File: src/rtl/cpu_ctrl_pkg.sv
// Shared encodings for the hardwired CPU control unit: opcodes, ALU
// function codes, sequencer states and the bundled control-strobe vector.
package cpu_ctrl_pkg;

    // Instruction opcodes, taken from instruction[31:27]
    localparam logic [4:0] OP_LD   = 5'b00000;
    localparam logic [4:0] OP_LDI  = 5'b00001;
    localparam logic [4:0] OP_ST   = 5'b00010;
    localparam logic [4:0] OP_ADD  = 5'b00011;
    localparam logic [4:0] OP_SUB  = 5'b00100;
    localparam logic [4:0] OP_AND  = 5'b00101;
    localparam logic [4:0] OP_OR   = 5'b00110;
    localparam logic [4:0] OP_ADDI = 5'b01100;
    localparam logic [4:0] OP_ANDI = 5'b01101;
    localparam logic [4:0] OP_ORI  = 5'b01110;
    localparam logic [4:0] OP_NOP  = 5'b11010;
    localparam logic [4:0] OP_HALT = 5'b11011;

    // ALU function codes
    localparam logic [3:0] ALU_ADD = 4'd0;
    localparam logic [3:0] ALU_SUB = 4'd1;
    localparam logic [3:0] ALU_AND = 4'd2;
    localparam logic [3:0] ALU_OR  = 4'd3;

    // Sequencer states: reset, the eight timing steps, and the halted sink
    typedef enum logic [3:0] {
        S_RESET = 4'd0,
        T0      = 4'd1,
        T1      = 4'd2,
        T2      = 4'd3,
        T3      = 4'd4,
        T4      = 4'd5,
        T5      = 4'd6,
        T6      = 4'd7,
        T7      = 4'd8,
        S_HALT  = 4'd9
    } state_t;

    // Instructions grouped by the shape of their execute sequence
    typedef enum logic [2:0] {
        CLS_REG  = 3'd0,
        CLS_IMM  = 3'd1,
        CLS_LDI  = 3'd2,
        CLS_LD   = 3'd3,
        CLS_ST   = 3'd4,
        CLS_NOP  = 3'd5,
        CLS_HALT = 3'd6
    } op_class_t;

    // Every strobe the sequencer drives, bundled so the decoder has one output
    typedef struct packed {
        logic       PCout;
        logic       PCin;
        logic       IncPC;
        logic       MARin;
        logic       MDRin;
        logic       MDRout;
        logic       IRin;
        logic       Read;
        logic       Write;
        logic       Yin;
        logic       Zin;
        logic       Zlowout;
        logic       Cout;
        logic       Gra;
        logic       Grb;
        logic       Grc;
        logic       Rin;
        logic       Rout;
        logic       BAout;
        logic [3:0] alu_op;
        logic       run;
    } ctrl_t;

    // Sort an opcode into its execute-sequence class; unknown codes halt
    function automatic op_class_t classify(input logic [4:0] op);
        op_class_t cls;
        case (op)
            OP_ADD, OP_SUB, OP_AND, OP_OR: cls = CLS_REG;
            OP_ADDI, OP_ANDI, OP_ORI:      cls = CLS_IMM;
            OP_LDI:                        cls = CLS_LDI;
            OP_LD:                         cls = CLS_LD;
            OP_ST:                         cls = CLS_ST;
            OP_NOP:                        cls = CLS_NOP;
            default:                       cls = CLS_HALT;
        endcase
        return cls;
    endfunction

    // ALU function used in the T4 step; address arithmetic always adds
    function automatic logic [3:0] alu_code(input logic [4:0] op);
        logic [3:0] code;
        case (op)
            OP_SUB:          code = ALU_SUB;
            OP_AND, OP_ANDI: code = ALU_AND;
            OP_OR, OP_ORI:   code = ALU_OR;
            default:         code = ALU_ADD;
        endcase
        return code;
    endfunction

endpackage

File: src/rtl/control_decode.sv
// Pure output decode for the control unit: maps the current state and the
// latched opcode to the full set of datapath strobes.
module control_decode
    import cpu_ctrl_pkg::*;
(
    input  state_t     state,
    input  logic [4:0] op_q,
    output ctrl_t      ctrl
);

    op_class_t cls;

    assign cls = classify(op_q);

    // Moore decode: everything defaults low, each step raises only its strobes
    always_comb begin
        ctrl = '0;
        case (state)
            T0: begin
                ctrl.run   = 1'b1;
                ctrl.PCout = 1'b1;
                ctrl.MARin = 1'b1;
                ctrl.IncPC = 1'b1;
            end
            T1: begin
                ctrl.run   = 1'b1;
                ctrl.Read  = 1'b1;
                ctrl.MDRin = 1'b1;
            end
            T2: begin
                ctrl.run    = 1'b1;
                ctrl.MDRout = 1'b1;
                ctrl.IRin   = 1'b1;
            end
            T3: begin
                ctrl.run = 1'b1;
                case (cls)
                    CLS_REG, CLS_IMM: begin
                        ctrl.Grb  = 1'b1;
                        ctrl.Rout = 1'b1;
                        ctrl.Yin  = 1'b1;
                    end
                    CLS_LDI, CLS_LD, CLS_ST: begin
                        ctrl.Grb   = 1'b1;
                        ctrl.BAout = 1'b1;
                        ctrl.Yin   = 1'b1;
                    end
                    default: begin
                        ctrl.run = 1'b1;
                    end
                endcase
            end
            T4: begin
                ctrl.run    = 1'b1;
                ctrl.Zin    = 1'b1;
                ctrl.alu_op = alu_code(op_q);
                if (cls == CLS_REG) begin
                    ctrl.Grc  = 1'b1;
                    ctrl.Rout = 1'b1;
                end else begin
                    ctrl.Cout = 1'b1;
                end
            end
            T5: begin
                ctrl.run     = 1'b1;
                ctrl.Zlowout = 1'b1;
                if (cls == CLS_LD || cls == CLS_ST) begin
                    ctrl.MARin = 1'b1;
                end else begin
                    ctrl.Gra = 1'b1;
                    ctrl.Rin = 1'b1;
                end
            end
            T6: begin
                ctrl.run   = 1'b1;
                ctrl.MDRin = 1'b1;
                if (cls == CLS_ST) begin
                    ctrl.Gra  = 1'b1;
                    ctrl.Rout = 1'b1;
                end else begin
                    ctrl.Read = 1'b1;
                end
            end
            T7: begin
                ctrl.run = 1'b1;
                if (cls == CLS_ST) begin
                    ctrl.Write = 1'b1;
                end else begin
                    ctrl.MDRout = 1'b1;
                    ctrl.Gra    = 1'b1;
                    ctrl.Rin    = 1'b1;
                end
            end
            default: begin
                ctrl = '0;
            end
        endcase
    end

endmodule

File: src/rtl/control_unit.sv
// Hardwired sequencer for the CPU datapath. Holds the state register and the
// latched opcode, computes the next step, and hands output decoding to
// control_decode so every strobe is a function of registered state only.
module control_unit
    import cpu_ctrl_pkg::*;
(
    input  logic        clock,
    input  logic        reset,
    input  logic [31:0] instruction,
    input  logic        mem_ready,
    output logic        PCout,
    output logic        PCin,
    output logic        IncPC,
    output logic        MARin,
    output logic        MDRin,
    output logic        MDRout,
    output logic        IRin,
    output logic        Read,
    output logic        Write,
    output logic        Yin,
    output logic        Zin,
    output logic        Zlowout,
    output logic        Cout,
    output logic        Gra,
    output logic        Grb,
    output logic        Grc,
    output logic        Rin,
    output logic        Rout,
    output logic        BAout,
    output logic [3:0]  alu_op,
    output logic        run
);

    state_t     state;
    state_t     next_state;
    logic [4:0] op_q;
    op_class_t  cls;
    ctrl_t      ctrl;
    logic       unused_instr_bits;

    // Only the opcode field matters to sequencing; operand fields go to select-and-encode
    assign unused_instr_bits = ^instruction[26:0];

    assign cls = classify(op_q);

    // Next-step selection; memory steps hold until mem_ready completes them
    always_comb begin
        next_state = state;
        case (state)
            S_RESET: next_state = T0;
            T0:      next_state = T1;
            T1:      next_state = mem_ready ? T2 : T1;
            T2:      next_state = T3;
            T3: begin
                case (cls)
                    CLS_NOP:  next_state = T0;
                    CLS_HALT: next_state = S_HALT;
                    default:  next_state = T4;
                endcase
            end
            T4:      next_state = T5;
            T5:      next_state = (cls == CLS_LD || cls == CLS_ST) ? T6 : T0;
            T6: begin
                if (cls == CLS_ST) begin
                    next_state = T7;
                end else begin
                    next_state = mem_ready ? T7 : T6;
                end
            end
            T7: begin
                if (cls == CLS_ST) begin
                    next_state = mem_ready ? T0 : T7;
                end else begin
                    next_state = T0;
                end
            end
            S_HALT:  next_state = S_HALT;
            default: next_state = S_RESET;
        endcase
    end

    // State register and opcode capture on the way into the decode step
    always_ff @(posedge clock or posedge reset) begin
        if (reset) begin
            state <= S_RESET;
            op_q  <= OP_NOP;
        end else begin
            state <= next_state;
            if (state == T2) begin
                op_q <= instruction[31:27];
            end
        end
    end

    control_decode u_decode (
        .state (state),
        .op_q  (op_q),
        .ctrl  (ctrl)
    );

    assign PCout   = ctrl.PCout;
    assign PCin    = ctrl.PCin;
    assign IncPC   = ctrl.IncPC;
    assign MARin   = ctrl.MARin;
    assign MDRin   = ctrl.MDRin;
    assign MDRout  = ctrl.MDRout;
    assign IRin    = ctrl.IRin;
    assign Read    = ctrl.Read;
    assign Write   = ctrl.Write;
    assign Yin     = ctrl.Yin;
    assign Zin     = ctrl.Zin;
    assign Zlowout = ctrl.Zlowout;
    assign Cout    = ctrl.Cout;
    assign Gra     = ctrl.Gra;
    assign Grb     = ctrl.Grb;
    assign Grc     = ctrl.Grc;
    assign Rin     = ctrl.Rin;
    assign Rout    = ctrl.Rout;
    assign BAout   = ctrl.BAout;
    assign alu_op  = ctrl.alu_op;
    assign run     = ctrl.run;

endmodule

File: config.mk
export PLATFORM = sky130hd
export DESIGN_NAME = control_unit
export DESIGN_NICKNAME = d
export VERILOG_FILES = /design/src/rtl/cpu_ctrl_pkg.sv /design/src/rtl/control_decode.sv /design/src/rtl/control_unit.sv
export SDC_FILE = /design/constraint.sdc
export NUM_CORES = 1
export LEC_CHECK = 0
export ABC_CLOCK_PERIOD_IN_PS = 1800
export BUFFER_PORTS_ARGS = -buffer_cell sky130_fd_sc_hd__buf_2
export CORE_MARGIN = 1
export CORE_UTILIZATION = 41
export CTS_CLUSTER_DIAMETER = 120
export DETAILED_ROUTE_END_ITERATION = 8
export PLACE_DENSITY = 0.87
export SYNTH_ARGS = -nofsm -noshare
export SYNTH_HDL_FRONTEND = slang
export SYNTH_SLANG_ARGS = --single-unit
File: constraint.sdc
create_clock -name clock -period 1.8 [get_ports clock]
set_clock_uncertainty 0.15 [all_clocks]
set_input_delay 0.18 -clock clock [delete_from_list [all_inputs] [get_ports clock]]
set_output_delay 0.18 -clock clock [all_outputs]
set_load 0.02 [all_outputs]
[After elaboration in Yosys (flattened, before gate mapping)]
Memories as Yosys holds them, arrays and structs flattened.
Cells that the tools add are included.
Cells by class
  muxes and demuxes: 36
  reduce and logical (&&, ||, !) cells: 11
  eq/ne operators: 22
Operators with widths (number)
  $pmux W4 S10: 1
  $mux W1: 21
  $eq A4 B3 Y1 const B: 4
  $mux W4: 4
  $eq A5 B3 Y1 const B: 3
  $eq A3 B3 Y1 const B: 4
  $eq A5 B4 Y1 const B: 2
  $eq A3 B2 Y1 const B: 3
  $eq A4 B2 Y1 const B: 2
  $eq A4 B4 Y1 const B: 2
  $pmux W1 S2: 4
  $pmux W4 S2: 1
  $reduce_or A2 Y1: 4
  $reduce_or A8 Y1: 1
  $pmux W1 S3: 2
  $pmux W2 S3: 1
  $reduce_or A5 Y1: 1
  $eq A4 B1 Y1 const B: 1
  $logic_not A4 Y1: 1
  $eq A3 B1 Y1 const B: 1
  $logic_not A3 Y1: 1
  $mux W3: 1
  $reduce_or A3 Y1: 1
  $logic_or A1 B1 Y1: 2
  $mux W2: 1
Storage, ports and cells
  memories: 2
  logic and storage cells: 73
  output and inout port bits: 24
  register bits: 9
  bits in read-only memories: 192
Memory list
  (no name shown): depth 32, width 3, rd ports 1, clocked after Yosys merged registers in 0, wr ports 0, RTL line cpu_ctrl_pkg.sv:78  | case (op)
  (no name shown): depth 32, width 3, rd ports 1, clocked after Yosys merged registers in 0, wr ports 0, RTL line cpu_ctrl_pkg.sv:78

[Depth between registers and ports, before layout]
Gate-level depths: netlist (run 1).
An unclocked memory read counts as a cell.
  depth in word-level cells: 5
  gate-level depth with buffers: 5

[Modules after synthesis]
Synthesis (run 1) repeated with hierarchy kept, for this count alone.
Second synthesis, totals
  cell total of the unflattened synthesis: 118
  area total of the unflattened synthesis: 969.7 µm²
Modules (own cells, without submodules)
  control_unit: times used 1, cells an instance 54, area an instance 561.8 µm²
  control_decode: times used 1, cells an instance 64, area an instance 407.9 µm²

[Worst setup path before layout (run 1)]
No wires, ideal clock.
  path type: flip-flop to output port
  from: reg state[3]
  to: out alu_op[0]
  setup slack: -0.322 ns
  cell stages (with the launch flop): 6
  buffers on the path: 1
  arrival time: 1.792 ns
  cells stage by stage: dfrtp_1 buf_6 and2b_1 nor3b_2 nand3b_1 nor3_1
Between the ends
  word-level cells in the longest chain between the ends: 2
Ends and longest elaborated chain
  from (decl): RTL line control_unit.sv:34  | state_t state;
  from (signal assigned): RTL line control_unit.sv:88  | state <= next_state;
  $eq A4 B3 Y1: RTL line control_decode.sv:18  | case (state)
  $mux W2: RTL line control_decode.sv:18
  to (decl): RTL line control_unit.sv:30  | output logic [3:0] alu_op,
Every way passes these cells.

[Worst setup path in the final report (run 1)]
  from: reg op_q[2]
  to: out Rin
Between the ends
  word-level cells in the longest chain between the ends: 5
  elaborated cells between the ends (all ways): 7
  those cells by class: eq/ne: 2; mux: 3; reduce/logical: 1; memory: 1
Ends and longest elaborated chain
  from (decl): RTL line control_unit.sv:36  | logic [4:0] op_q;
  from (signal assigned): RTL line control_unit.sv:90  | op_q <= instruction[31:27];
  $mem_v2 Z32 W3 (*)
  $eq A3 B2 Y1 or $eq A3 B3 Y1 (tied branches): RTL line control_decode.sv:67, control_decode.sv:86
  $logic_or A1 B1 Y1: RTL line control_decode.sv:67  | if (cls == CLS_LD || cls == CLS_ST) begin
  $mux W1: RTL line control_decode.sv:67
  $pmux W1 S2 (*): RTL line control_decode.sv:18
  to (decl): RTL line control_unit.sv:27  | output logic Rin,
Every way passes the cells marked *; elsewhere a longest branch is shown, timed or not.

==> flow_summary.yaml, run 1 <==
outcome:
  status: "finished, violations left"
  violations: "negative setup slack"
cts:
  cts.sinks: 9
  clockBufferDepth: 2
  h-tree-depth: 1
  cts_tree: "done"
  clk_latency_ns: 0.26
  clock_tree.root_cell: "clkbuf_4"
  path_clk_slew_ns: 0.06
  cts_buffers: 3
sta:
  period_needed_ns: 2.07
  setup_ws_ns: -0.269
  max_freq_mhz: 483
  setup_tns_ns: -2.33
  min_period_over_period_pct: 115
  holdWs_ns: 0.0203
  maxSlewViolCount: 0
  hold_viol_final: 0
  rsz0062_at_grt: "yes"
  finalSetupViolations: 19
global_routing:
  grt_antenna_before_repair: 0
  track_usage_pct: 21.0
  grt_max_degree: 16
  grt_pass1_wl_mm: 3.35
  grt-ovfl-total: 0
  grt_pass1_vias: 796
drt:
  drc: 0
  wirelength_mm: 2.93
  first_pass_iters: 4
  vias: 1013
  vias_per_cell: 5.33
  dr.first_iter.drc_count: 25
  antenna_left: 0
  wl_per_cell_um: 15.4
floorplanning:
  initial_core_util_pct: 44.2
  num_rows: 16
  die_x_um: 48.2
  ioPinCount: 59
  die-height_um: 48.2
  core_area_um2: 1980
  design.die.area_um2: 2330
worst_setup_path:
  cp_common_cell: "buf_4"
  cp_data_required_time_ns: 1.47
  cp_slowest_cell: "dfrtp_1"
  critPathMaxStageDelay_ns: 0.40
  worst-r2r-setup-slack_ns: -0.04
  crit_path_start_kind: "register"
  r2r_cells: 6
  cp_top_family: "simple AND/OR/NAND/NOR gates"
  cp_num_buf_inv: 2
  path_class: "reg2out"
  path_depth: 6
  end_kind: "primary output"
  cp_data_arrival_time_ns: 1.74
  worstPathCellList: "buf_4 -> nor3b_4 -> nand2_4 -> a31oi_4 -> nor2_1 -> buf_4"
  worst-path-max-fanout: 5
  r2r_end: "state[0]"
  r2r-start: "op_q[2]"
synth:
  synth_edf_count: 0
  synth_seq_cells: 9
  avgSynthCellArea_um2: 8.26
  netlist_instances: 106
  yosysWarnings: 0
  synth_area_um2: 876
  synthFlopType: "dfrtp_1"
  synth-async-reset-ratio_pct: 100
  synth_seq_area_share_pct: 26.1
  synth_cell_types: 44
placed_design:
  place.detailed.hpwl_mm: 1.67
  portBuffers: 28
  place_congestion: 0.885
pwr:
  vdd_drop_max_v: 0.00130
  leakage_nw: 0.688
  powerDensity_nw_per_um2: 1940
final_layout:
  finalNetCount: 199
  diodes: 0
  syn_to_final_growth_pct: 70.7
  drive_gt1_share_pct: 63.2
worst_hold_path:
  worstHoldStart: "instruction[28]"
  hold_depth: 2
  worstHoldPathType: "in2reg"
  whs_endpoint: "op_q[1]"
flow_run:
  cap_violations: 0
## cells in the mapped netlist (2+ instances only)
cell type,instances,area share (%)
or2_2,2,1.4
dfstp_2,3,9.0
nand3b_1,3,2.6
a21oi_1,6,3.4
nor3_2,2,2.3
xnor2_1,2,2.0
o21ai_0,3,1.7
nand2b_1,2,1.4
nor3b_2,2,2.9
nor2_1,10,4.3
clkbuf_1,4,1.7
and2b_1,2,1.7
and2_1,2,1.4
mux2_2,5,6.4
buf_4,6,5.1
nor2b_1,2,1.4
nand2_1,12,5.1
a21boi_0,2,1.7
inv_1,4,1.7
nor3_1,3,1.7
dfrtp_1,6,17
## through the flow
step                      setup WS (ns)  cell area (µm²)  total power, W  util [%]  instances
after floorplan                 -0.0849              908         0.00163         -        108
after global placement          -0.0263             1130         0.00207      57.2        168
after detailed placement        -0.0838             1130         0.00214      57.2        168
after CTS                        -0.278             1330         0.00253      67.0        182
after global routing             -0.360             1500         0.00309      75.4        190
final                            -0.269             1500         0.00290      75.4        190
## worst max path at each step
stage                  start        end
finish               op_q[2]        Rin
global route         op_q[2]        Rin
CTS                  op_q[3]        Rin
detailed placement   op_q[2]        Gra
global placement     op_q[4]        Gra
floorplan           state[3]  alu_op[0]
## cells in the final DEF, fill, tap and decap left out, types with 2 or more instances in the layout
cell type / instances
dfrtp_1: 6
xnor2_1: 2
dlygate4sd3_1: 5
o21ai_0: 3
buf_2: 12
nor2_2: 4
buf_4: 36
conb_1: 3
nor3b_4: 2
inv_1: 3
nor2_4: 3
nand2b_1: 2
mux2_2: 5
dfstp_2: 3
a21oi_1: 5
nand3b_1: 3
and2b_1: 2
clkbuf_4: 3
nand2_1: 10
nor3_2: 3
nor3_4: 2
nor2_1: 3
buf_6: 10
a31oi_4: 2
## final cells by class
cell class | instances | area [µm²]
clock buffer | 4 | 26.3
multi-input combinational | 83 | 698
timing repair buffer | 63 | 493
inverter | 4 | 15.0
tap | 27 | 33.8
fill | 136 | 487
sequential | 9 | 229
## cells by family after synthesis
group / count (synthesis) / synth area share (%)
muxes: 6 / 7.57
DFF: 9 / 26.1
and+or+nand+nor: 49 / 33.3
buffers and inverters: 16 / 10.4
xor gates and xnor gates: 2 / 2.00
AOI/OAI and AO/OA: 23 / 20.1
other: 1 / 0.428
## worst reg2reg max path, cell delays in order, from the launching register on
cell and delay [ns]:
dfrtp_1 0.40, buf_4 0.17, nor3b_4 0.32, a21oi_1 0.19, buf_4 0.17, mux2i_1 0.20
a211oi_1 0.11
## state kept, by name, summed over array words and instances, names as in the netlist
signal and count:
state 4, op_q 5
## per-layer routing
metal | share of wire, % | track usage (%) | up-vias
met5 | 0 | 0 | -
met4 | 2.6 | 11.7 | 0
met3 | 4.1 | 3.70 | 8
met2 | 54 | 33.6 | 41
met1 | 40 | 26.8 | 480
li1 | - | - | 484
## what timing repair did
action,CTS,global route
setup buffers,6,7
gates resized for setup,28,26
endpoints found under the setup margin,18,21
gates cloned,0,0
hold buffers,4,1
endpoints found under the hold margin,12,1
pin swaps,14,8
## power breakdown
| group | switching [W] | internal [W] | leakage [nW] |
|---|---|---|---|
| registers | 0.0000753 | 0.000334 | 0.105 |
| logic | 0.00127 | 0.00107 | 0.568 |
| clock network | 0.0000667 | 0.0000852 | 0.0150 |
Note: power is estimated with default switching activity, not from simulation.
==> inputs of run 2 (changes only) <==
- ABC_AREA: not set -> 1
- PLACE_DENSITY: 0.87 -> 0.79
==> run 2 against run 1 <==
The run still ends with negative setup slack left. Die area increased by 0.27%. Core utilization decreased by 4.4 points. First-iteration DRC count up 36%.
==> flow_summary.yaml, run 2 <==
outcome:
  status: "finished, violations left"
  violations: "negative setup slack"
cts:
  clk_latency_ns: 0.25
  path_clk_slew_ns: 0.06
  clock_tree.root_cell: "clkbuf_4"
  cts_buffers: 3
  h-tree-depth: 1
  clockBufferDepth: 2
  cts_tree: "done"
  cts.sinks: 9
final_layout:
  diodes: 0
  final_cell_mix: "nand2_1 (23), buf_4 (22), inv_1 (16), buf_2 (16), nand2_2 (11)"
  drive_gt1_share_pct: 54.3
  regMostFlops: "op_q"
  fillers: 152
  reg_top3: "op_q (5), state (4)"
  largest_reg_flops: 5
  mostFrequentLayoutCell: "nand2_1"
  syn_to_final_growth_pct: 60.3
  finalNetCount: 224
synth:
  synthTopCellsByCount: "nand2_1 (32), inv_1 (24), nand3_1 (14)"
  yosysWarnings: 0
  synthFlopType: "dfrtp_1"
  synth_xor_area_share_pct: 0
  netlist_instances: 139
  synth_top_family_by_area: "simple AND/OR/NAND/NOR gates"
  synth_cell_types: 24
  synthMuxAreaShare_pct: 0
  synth_edf_count: 0
  synthAdderAreaFrac_pct: 0
  yosysTopAreaCell: "dfrtp_1"
  synth.area.top_cells: "dfrtp_1 (17%), nand2_1 (14%), inv_1 (10%)"
  yosysMostFrequentCell: "nand2_1"
  synth_area_um2: 878
  avgSynthCellArea_um2: 6.32
  yosys.area_share.simple_pct: 44.7
  synth_seq_cells: 9
  synth_compound_area_share_pct: 12.5
  synth_top_area_share_pct: 17.1
  synth-async-reset-ratio_pct: 100
  synth_seq_area_share_pct: 26.1
global_routing:
  grt_pass1_vias: 891
  grt-ovfl-total: 0
  grt_max_degree: 10
  track_usage_pct: 21.8
  grt_antenna_before_repair: 0
  grt_pass1_wl_mm: 3.49
pwr:
  powerDensity_nw_per_um2: 1960
  leakage_nw: 0.772
  vdd_drop_max_v: 0.000910
  report.power.total_w: 0.00276
worst_setup_path:
  crit_path_start_kind: "register"
  worstPathCellList: "nand2_2 -> nand2_4 -> nand2_4 -> nand2_4 -> nand4_4 -> nand2_4 -> nand3_2 -> buf_6"
  cp_common_cell: "nand2_4"
  cp_data_required_time_ns: 1.47
  critPathMaxStageDelay_ns: 0.59
  worst-r2r-setup-slack_ns: 0.08
  worst-path-max-fanout: 5
  path_class: "reg2out"
  cp_data_arrival_time_ns: 1.71
  cp_slowest_cell: "dfstp_2"
  end_kind: "primary output"
sta:
  max_freq_mhz: 491
  setup_ws_ns: -0.238
  finalSetupViolations: 12
  min_period_over_period_pct: 113
  hold_viol_final: 0
  maxSlewViolCount: 0
  period_needed_ns: 2.04
  rsz0062_at_grt: "yes"
  holdWs_ns: 0.00782
floorplanning:
  ioPinCount: 59
  die_x_um: 48.3
  die-height_um: 48.3
  core_area_um2: 1980
  design.die.area_um2: 2330
  initial_core_util_pct: 44.3
  num_rows: 16
drt:
  vias_per_cell: 5.11
  vias: 1098
  wirelength_mm: 2.77
  antenna_left: 0
  drc: 0
  dr.first_iter.drc_count: 34
  wl_per_cell_um: 12.9
  first_pass_iters: 4
placed_design:
  portBuffers: 28
  place_congestion: 0.855
  place.detailed.hpwl_mm: 1.78
flow_run:
  cap_violations: 0
worst_hold_path:
  worstHoldPathType: "in2reg"
==> run 2: cell count changes after synthesis, sizes merged, moves of 4 or more <==
cell    delta
inv       +22
nor3       -4
o21ai      +8
nand2     +26
clkbuf     -4
nand3     +15
nor2       +7
mux2       -5
==> run 2: worst max-delay path: cells and delay by family (launching register included) <==
family	cells	cell delay, ns
and+or+nand+nor	7	0.73
DFF	1	0.59
buffers and inverters	1	0.14
==> run 2: logic make-up after synthesis <==
family,after synthesis
and+or+nand+nor,77
other,1
buffers and inverters,32
AOI/OAI and AO/OA,20
DFF,9
==> run 2: layout make-up <==
cell class / instances / area [µm²] / share of cell area (%)
Inverter: 26 / 100 / 7.11
Sequential cell: 9 / 233 / 16.5
Multi-Input combinational cell: 100 / 649 / 46.1
Timing Repair Buffer: 49 / 365 / 26.0
Tap cell: 27 / 33.8 / 2.40
Clock buffer: 4 / 26.3 / 1.87
==> run 2: final timing paths <==
check,start,to,cells after the start
worst max-delay path,op_q[1],Gra,8
worst min-delay path,instruction[31],op_q[4],3
worst max register to register,op_q[1],state[3],9
worst min register to register,op_q[1],op_q[1],2
max in group asynchronous,reset,op_q[4],3
min in group asynchronous,reset,op_q[2],3
==> run 2: timing repair <==
action	CTS	global route
gates resized for setup	36	29
cloned	0	0
pin swaps	11	11
buffers inserted	8	6
hold endpoints to repair	8	0
setup endpoints to repair	14	16
hold buffers	3	0
==> run 2: where the power goes <==
part	internal, W	leakage (nW)	switching, W
logic	0.000828	0.653	0.00130
registers	0.000335	0.104	0.000153
clock network	0.0000851	0.0150	0.0000659
total	0.00125	0.772	0.00151
==> run 2: per-layer routing <==
metal,up-vias,GRT usage [%],part of all wire [%]
li1,532,-,-
met1,522,23.9,38
met2,38,41.3,55
met3,6,1.85,4.8
met4,0,10.6,1.6
met5,-,0,0
==> run 2: per-stage QoR <==
stage                     instances  area, µm²  utilization [%]   TNS (ns)  setup slack [ns]
after floorplan                 141        890                -  -0.000314         -0.000314
after global placement          194       1050             52.9          0            0.0446
after detailed placement        194       1050             52.9    -0.0549           -0.0320
after CTS                       209       1290             65.3      -2.13            -0.233
after global routing            215       1410             71.0      -3.29            -0.317
final                           215       1410             71.0      -2.12            -0.238
